## config.mk

```make
export PLATFORM = sky130hd
export DESIGN_NAME = tttg_auto_player
export DESIGN_NICKNAME = d
export VERILOG_FILES = /design/src/rtl/tttg_auto_player.sv
export SDC_FILE = /design/constraint.sdc
export NUM_CORES = 1
export LEC_CHECK = 0
export CAP_MARGIN = 5
export CORE_MARGIN = 2
export CORE_UTILIZATION = 35
export CTS_CLUSTER_DIAMETER = 60
export DETAILED_ROUTE_END_ITERATION = 12
export PLACE_DENSITY = 0.52
export SLEW_MARGIN = 40
export SYNTH_ARGS = -nofsm -noshare
export SYNTH_HDL_FRONTEND = slang
export SYNTH_SLANG_ARGS = --single-unit
```

## constraint.sdc

```tcl
create_clock -name clk -period 7.67 [get_ports clk]
set_input_delay 1.534 -clock clk [delete_from_list [all_inputs] [get_ports clk]]
set_output_delay 1.534 -clock clk [all_outputs]
set_load 0.01 [all_outputs]
```

## src/rtl/tttg_auto_player.sv

```systemverilog
// tttg_auto_player: automated player-2 driver for the 2x2 tic-tac-toe game.
// Define TTT_RANDOM_MOVE_EN for LFSR-seeded move choice; default is lowest empty cell.
module tttg_auto_player #(
  parameter int THINK_CYCLES   = 16,
  parameter int HOLD_CYCLES    = 8,
  parameter int TIMEOUT_CYCLES = 256
) (
  input  logic       clk,
  input  logic       reset,
  input  logic       enable,
  input  logic [1:0] pos1,
  input  logic [1:0] pos2,
  input  logic [1:0] pos3,
  input  logic [1:0] pos4,
  input  logic [1:0] who,
  output logic       play2,
  output logic [3:0] button,
  output logic       busy,
  output logic       err
);

  localparam int M1 = (THINK_CYCLES > HOLD_CYCLES) ? THINK_CYCLES : HOLD_CYCLES;
  localparam int M2 = (M1 > TIMEOUT_CYCLES) ? M1 : TIMEOUT_CYCLES;
  localparam int CW = $clog2(M2) + 1;

  localparam logic [CW-1:0] THINK_LAST = CW'(THINK_CYCLES - 1);
  localparam logic [CW-1:0] HOLD_LAST  = CW'(HOLD_CYCLES - 1);
  localparam logic [CW-1:0] TO_LAST    = CW'(TIMEOUT_CYCLES - 1);

  typedef enum logic [2:0] {
    S_IDLE,
    S_THINK,
    S_ARM,
    S_PRESS,
    S_RELEASE,
    S_CONFIRM,
    S_OVER
  } state_t;

  state_t          r_state;
  state_t          w_state_nxt;
  logic [CW-1:0]   r_cnt;
  logic [CW-1:0]   w_cnt_nxt;
  logic [1:0]      r_cell;
  logic [1:0]      w_cell_nxt;
  logic            r_err;
  logic            w_err_set;

  logic [1:0]      w_pos [4];
  logic [3:0]      w_empty;
  logic [2:0]      w_n1;
  logic [2:0]      w_n2;
  logic [1:0]      w_pick;
  logic            w_turn;
  logic            w_hit;

  assign w_pos[0] = pos1;
  assign w_pos[1] = pos2;
  assign w_pos[2] = pos3;
  assign w_pos[3] = pos4;

`ifdef TTT_RANDOM_MOVE_EN
  logic [7:0] r_lfsr;

  // Free-running x^8+x^6+x^5+x^4+1 sequence seeding the search start
  always_ff @(posedge clk) begin
    if (reset) begin
      r_lfsr <= 8'hA5;
    end else begin
      r_lfsr <= {r_lfsr[6:0],
                 r_lfsr[7] ^ r_lfsr[5] ^ r_lfsr[4] ^ r_lfsr[3]};
    end
  end
`endif

  // Board census and candidate cell for the next move
  always_comb begin
    w_n1    = '0;
    w_n2    = '0;
    w_empty = '0;
    w_pick  = '0;
    for (int i = 0; i < 4; i++) begin
      w_empty[i] = (w_pos[i] == 2'b00);
      if (w_pos[i] == 2'b01) w_n1 = w_n1 + 3'd1;
      if (w_pos[i] == 2'b10) w_n2 = w_n2 + 3'd1;
    end
    for (int j = 3; j >= 0; j--) begin
`ifdef TTT_RANDOM_MOVE_EN
      if (w_empty[r_lfsr[1:0] + 2'(j)]) w_pick = r_lfsr[1:0] + 2'(j);
`else
      if (w_empty[j]) w_pick = 2'(j);
`endif
    end
  end

  assign w_turn = enable && (who == 2'b00) &&
                  (w_n1 == w_n2 + 3'd1) && (|w_empty);
  assign w_hit  = (w_pos[r_cell] == 2'b10);
  assign err    = r_err;

  // State register
  always_ff @(posedge clk) begin
    if (reset) begin
      r_state <= S_IDLE;
    end else begin
      r_state <= w_state_nxt;
    end
  end

  // Phase counter, latched cell and sticky timeout flag
  always_ff @(posedge clk) begin
    if (reset) begin
      r_cnt  <= '0;
      r_cell <= '0;
      r_err  <= 1'b0;
    end else begin
      r_cnt  <= w_cnt_nxt;
      r_cell <= w_cell_nxt;
      if (w_err_set) r_err <= 1'b1;
    end
  end

  // Next-state and strobe outputs
  always_comb begin
    w_state_nxt = r_state;
    w_cnt_nxt   = r_cnt + 1'b1;
    w_cell_nxt  = r_cell;
    w_err_set   = 1'b0;
    play2       = 1'b0;
    button      = 4'b0000;
    busy        = 1'b0;
    unique case (r_state)
      S_IDLE: begin
        w_cnt_nxt = '0;
        if (who != 2'b00) begin
          w_state_nxt = S_OVER;
        end else if (w_turn) begin
          w_state_nxt = S_THINK;
        end
      end
      S_THINK: begin
        busy = 1'b1;
        if (!w_turn) begin
          w_state_nxt = S_IDLE;
          w_cnt_nxt   = '0;
        end else if (r_cnt == THINK_LAST) begin
          w_state_nxt = S_ARM;
          w_cnt_nxt   = '0;
          w_cell_nxt  = w_pick;
        end
      end
      S_ARM: begin
        busy  = 1'b1;
        play2 = 1'b1;
        if (r_cnt == HOLD_LAST) begin
          w_state_nxt = S_PRESS;
          w_cnt_nxt   = '0;
        end
      end
      S_PRESS: begin
        busy   = 1'b1;
        play2  = 1'b1;
        button = 4'b0001 << r_cell;
        if (r_cnt == HOLD_LAST) begin
          w_state_nxt = S_RELEASE;
          w_cnt_nxt   = '0;
        end
      end
      S_RELEASE: begin
        busy = 1'b1;
        if (r_cnt == HOLD_LAST) begin
          w_state_nxt = S_CONFIRM;
          w_cnt_nxt   = '0;
        end
      end
      S_CONFIRM: begin
        busy = 1'b1;
        if (w_hit) begin
          w_state_nxt = S_IDLE;
          w_cnt_nxt   = '0;
        end else if (r_cnt == TO_LAST) begin
          w_state_nxt = S_IDLE;
          w_cnt_nxt   = '0;
          w_err_set   = 1'b1;
        end
      end
      S_OVER: begin
        w_cnt_nxt = '0;
        if (w_empty == 4'b1111) w_state_nxt = S_IDLE;
      end
      default: begin
        w_state_nxt = S_IDLE;
        w_cnt_nxt   = '0;
      end
    endcase
  end

endmodule

```

# Word level (Yosys, flattened, before mapping)
# Cells that the tools add are included.
dict set report word_totals {
  register_bits 15
  input_bits 13
  out_inout_bits 7
}
dict set report op_classes {
  n_addsub 8
  n_lt_le_gt_ge 1
  eq_ne 27
  n_shift 1
  mux 38
  bitwise_logic 1
  reduce_logical 16
}
# op n
set op_table {}
lappend op_table {{$mux 3} 16}
lappend op_table {{$mux 9} 5}
lappend op_table {{$pmux 9 s3} 1}
lappend op_table {{$add 3x1->3 const B} 7}
lappend op_table {{$pmux 3 s7} 1}
lappend op_table {{$mux 2} 6}
lappend op_table {{$eq 2x2->1 const B} 5}
lappend op_table {{$logic_not 2->1} 5}
lappend op_table {{$add 9x1->9 const B} 1}
lappend op_table {{$eq 3x3->1 const B} 3}
lappend op_table {{$eq 9x3->1 const B} 1}
lappend op_table {{$eq 9x4->1 const B} 1}
lappend op_table {{$eq 9x8->1 const B} 1}
lappend op_table {{$ne 3x3->1 const B} 3}
lappend op_table {{$eq 2x1->1 const B} 4}
lappend op_table {{$ne 2x2->1 const B} 4}
lappend op_table {{$mux 1} 7}
lappend op_table {{$reduce_and 7->1} 1}
lappend op_table {{$eq 3x2->1 const B} 2}
lappend op_table {{$reduce_or 5->1} 1}
lappend op_table {{$bmux 2 s2} 1}
lappend op_table {{$eq 4x4->1 const B} 1}
lappend op_table {{$mux 4} 1}
lappend op_table {{$reduce_or 4->1} 1}
lappend op_table {{other kinds (11)} 13}

# Depth between registers and ports, before layout
dict set report depth {
  word_depth 15
  mapped_depth 15
  depth_no_buf 15
}

# Worst setup path before layout
# No wires, ideal clock.
dict set report synth_path {
  kind {input-to-reg}
  start {input pos1[1]}
  end {register r_state[0]}
  arrival_time_ns 4.441
  required_ns 7.549
  slack_ns 3.107
  cell_stages 13
  cell_sequence {nor2b_2 -> ha_1 -> xnor2_1 -> ha_1 -> mux2_2 -> ha_1 -> nor2b_1 -> o21ai_0 -> o31a_1 -> nand3_1 -> o211a_1 -> nor4_4 -> mux2_4}
}
dict set report synth_via {
  elab_chain_cells 14
  word_cells_on_any_way 35
  cone_classes {7 x add/sub; 9 x eq/ne; 14 x mux; 5 x reduce/logical}
}
# element line
set synth_lines {}
lappend synth_lines {{from (decl)} 11} ;# input logic [1:0] pos1,
lappend synth_lines {{$eq 2x2->1} 85} ;# if (w_pos[i] == 2'b10) w_n2 = w_n2 + 3'd1;
lappend synth_lines {{$mux 1} 85}
lappend synth_lines {{$add 3x1->3} 85}
lappend synth_lines {{$mux 3} 85}
lappend synth_lines {{$add 3x1->3} 85}
lappend synth_lines {{$mux 3} 85}
lappend synth_lines {{$add 3x1->3} 85}
lappend synth_lines {{$mux 3} 85}
lappend synth_lines {{$add 3x1->3} 97} ;# (w_n1 == w_n2 + 3'd1) && (|w_empty);
lappend synth_lines {{$eq 3x3->1} 97}
lappend synth_lines {{$logic_and 1x1->1} 96} ;# assign w_turn = enable && (who == 2'b00) &&
lappend synth_lines {{$logic_and 1x1->1} 97}
lappend synth_lines {{$ne 3x3->1 (no line) or $mux 3 (tied branches)} -}
lappend synth_lines {{$reduce_and 7->1 (no line) or $pmux 3 s7 (tied branches)} -}
lappend synth_lines {{to (signal assigned)} 106} ;# r_state <= w_state_nxt;
lappend synth_lines {{to (decl)} 40} ;# state_t r_state;
# Parallel ways exist; a longest one is shown, timed or not. The select of a mux whose other input is x is not followed.
# A chain may end at the register's enable or synchronous reset.

# Worst setup path in the final report
dict set report layout_path {
  start {input pos2[0]}
  end {register r_state[0]}
}
dict set report layout_via {
  elab_chain_cells 12
  word_cells_on_any_way 31
  cone_classes {5 x add/sub; 9 x eq/ne; 12 x mux; 5 x reduce/logical}
}
# element line
set layout_lines {}
lappend layout_lines {{from (decl)} 12} ;# input logic [1:0] pos2,
lappend layout_lines {{$eq 2x2->1} 85}
lappend layout_lines {{$mux 3} 85}
lappend layout_lines {{$add 3x1->3} 85}
lappend layout_lines {{$mux 3} 85}
lappend layout_lines {{$add 3x1->3} 85}
lappend layout_lines {{$mux 3} 85}
lappend layout_lines {{$add 3x1->3} 97}
lappend layout_lines {{$eq 3x3->1} 97}
lappend layout_lines {{$logic_and 1x1->1} 96}
lappend layout_lines {{$logic_and 1x1->1} 97}
lappend layout_lines {{$ne 3x3->1 (no line) or $mux 3 (tied branches)} -}
lappend layout_lines {{$reduce_and 7->1 (no line) or $pmux 3 s7 (tied branches)} -}
# Parallel ways exist; a longest one is shown, timed or not. The select of a mux whose other input is x is not followed.

==> impl_metrics.toml <==
[run_status]
status = "finished, final reports clean"

[place]
gp_congestion = 0.767
place_ws_ps = 2330
dpl.hpwl_mm = 2.17
place_area_um2 = 1580
dp.cells = 229
io_buffer_count = 19

[routing]
drt-total-wl_mm = 2.78
via_per_inst = 4.97
first_iter_violations = 51
ant_nets = 0
drc_errors = 0
top_layer = "met4"
routedWlPerCell_um = 11.9
drt_first_pass_iters = 4
route.met3.wl_um = 108
vias = 1159
wl_met1_mm = 1.39
route.met2.wl_mm = 1.27

[clocking]
htreeDepth = 1
cts_buffers = 3
clk-insertion-delay-late_ps = 250
clk_pin_slew_ps = 60
cts_root_buffer = "clkbuf_8"
cts_sinks = 15
ctsResizeCount = 0
cts_tree = "built"
cts_max_path_buffers = 2
holdBufCountCts = 0
post_cts_buffers = 0

[yosys]
ys_seq_elements = 15
synth_area_um2 = 1360
synth_mux_area_share_pct = 8.03
synth_common_cells = "nor2_1, dfxtp_1, nand2_1"
synth_most_common_cell = "nor2_1"
synthDistinctLibCells = 45
synthArstFlopShare_pct = 0
yosys.area_share.xor_xnor_pct = 9.04
avgSynthCellArea_um2 = 8.07
synth-simple-area-share_pct = 36.5
synth_area_leaders = "dfxtp_1, ha_1, xnor2_1"
synth_top_family_by_area = "simple AND/OR/NAND/NOR gates"
yosysWarnings = 0
synth_compound_area_share_pct = 10.2
syn-instance-count = 168
yosysTopAreaCell = "dfxtp_1"
synth_edf_count = 0
ys_seq_area_share_pct = 22.1
ys.flop_type = "dfxtp_1"
synth_fa_ha_area_share_pct = 9.23
synthDominantCellAreaShare_pct = 22.1
synth_nets = 191

[critical_path]
crit_chain = "clkdlybuf4s50_1 > nand2b_1 > inv_1 > ha_1 > xnor2_1 > ha_1 > mux2_2 > ha_1 > nor2b_1 > o21ai_0 > o31a_1 > nand3_1 > o211a_1 > nor4_4 > mux2_4"
arrival_ps = 5240
crit_path_frequent_cell = "ha_1"
max_stage_delay_ps = 510
slowest_stage = "clkdlybuf4s50_1"
required_ps = 7810
endpoint_kind = "flop"
path_class = "in -> reg"
path_max_fanout = 4
critPathLaunchType = "primary input"

[final_layout]
fill_cells = 391
antenna_cells = 0
final_cells = 233
syn2layout_area_growth_pct = 19.5
postLayoutCellArea_um2 = 1620
nNetsFinal = 209
layout-drive-gt1-share_pct = 7.57

[timing]
worst_slack_ps = 2570
tns_ps = 0
hold_slack_ps = 465
relSlewSlack_pct = 60.5
period_share_pct = 66.5
clock_skew_ps = 4.36
clock.fmax_ghz = 0.196
rsz0062_at_grt = "no"
period_minus_slack_ps = 5100
hold_viol = 0
drv_slew = 0
finalSetupViolCount = 0
tightestPinTransition_ps = 592

[global_routing]
grt_pass1_wl_mm = 5.12
track_usage_pct = 14.6
grt_max_degree = 15
grt_pass1_vias = 1149
antenna_found_initial = 0
grt-ovfl-total = 0

[die]
die-area_um2 = 4390
start_util_pct = 36.8
rows = 22
core-area_um2 = 3690
die_h_um = 66.3
io_pins = 20
die_x_um = 66.3

[hold_path]
min_path_type = "reg -> reg"

[power_and_ir_drop]
leakage_nw = 0.626
peakVddDrop_uv = 110
power_density_nw_per_um2 = 211

[run]
cap_violations = 0
## state kept, by name, indices dropped and copies added (netlist names)
| register | count |
|---|---|
| err | 1 |
| r_cell | 2 |
| r_cnt | 9 |
| r_state | 3 |
## cell families (layout without fill, tap and decap cells)
kind of cell	Yosys count	in the layout
flops	15	15
fa+ha+maj	10	10
xor+xnor	14	14
simple gates	85	85
mux	9	9
buf+inv	15	32
compound gates	20	20
## placed cells by master, fill, tap and decap left out, drive strengths merged, types with 2 or more instances in the layout
| cell | netlist | layout |
|---|---|---|
| nand4 | 2 | 2 |
| xnor2 | 10 | 10 |
| nor4 | 5 | 5 |
| o21bai | 2 | 2 |
| a21oi | 2 | 2 |
| nand3 | 5 | 5 |
| dfxtp | 15 | 15 |
| nor3 | 7 | 7 |
| nand3b | 2 | 2 |
| nand2 | 14 | 14 |
| clkbuf | 4 | 4 |
| and3 | 2 | 2 |
| clkdlybuf4s50 | 0 | 19 |
| o21ai | 5 | 5 |
| mux2i | 6 | 6 |
| nor2 | 21 | 21 |
| mux2 | 2 | 2 |
| ha | 10 | 10 |
| o22ai | 3 | 3 |
| xor2 | 4 | 4 |
| nand2b | 12 | 12 |
| inv | 8 | 8 |
| nor2b | 10 | 10 |
## critical path: cells and delay by family
kind	cells	cell delay, ps
AND/OR/NAND/NOR	4	770
XOR/XNOR	1	270
adder cells (fa/ha/maj)	3	900
buffers and inverters	2	560
multiplexers	2	590
AO/OA/AOI/OAI	3	620
## per-layer routing
layer  GRT usage (%)  vias up
met5               0        -
met4            1.53        0
met3            3.41        2
met2            24.0       19
met1            20.0      520
li1                -      618
## per-stage QoR
stage,utilization [%],power (W)
finish,43.9,0.000341
global route,43.9,0.000372
CTS,43.9,0.000345
detailed placement,42.7,0.000279
global placement,42.7,0.000277
floorplan,-,0.000234
## layout make-up
type,count,area [um2],share of cell area [%]
clock buffers,4,45.0,2.78
multi-input cells,138,991,61.2
well taps,48,60.1,3.71
inverters,9,33.8,2.08
flip-flops and latches,15,300,18.5
repair buffers,19,190,11.7
## final timing paths
kind / slack (ps) / end / startpoint / cells past startpoint
setup / recovery: 2570 / r_state[0]$_SDFFE_PP0P_ / pos2[0] / 15
hold / removal: 470 / r_cnt[0]$_SDFF_PP0_ / r_cnt[0]$_SDFF_PP0_ / 1
setup reg to reg: 5460 / r_state[0]$_SDFFE_PP0P_ / r_cnt[0]$_SDFF_PP0_ / 9
hold reg to reg: 470 / r_cnt[0]$_SDFF_PP0_ / r_cnt[0]$_SDFF_PP0_ / 1
## power breakdown
part / switching [W] / total, W / internal (W) / leakage (nW)
clock: 0.0000272 / 0.0000640 / 0.0000368 / 0.0228
combinational: 0.0000772 / 0.000162 / 0.0000852 / 0.481
sequential: 0.0000273 / 0.000115 / 0.0000876 / 0.122
Power figures use the tool's default switching activity.
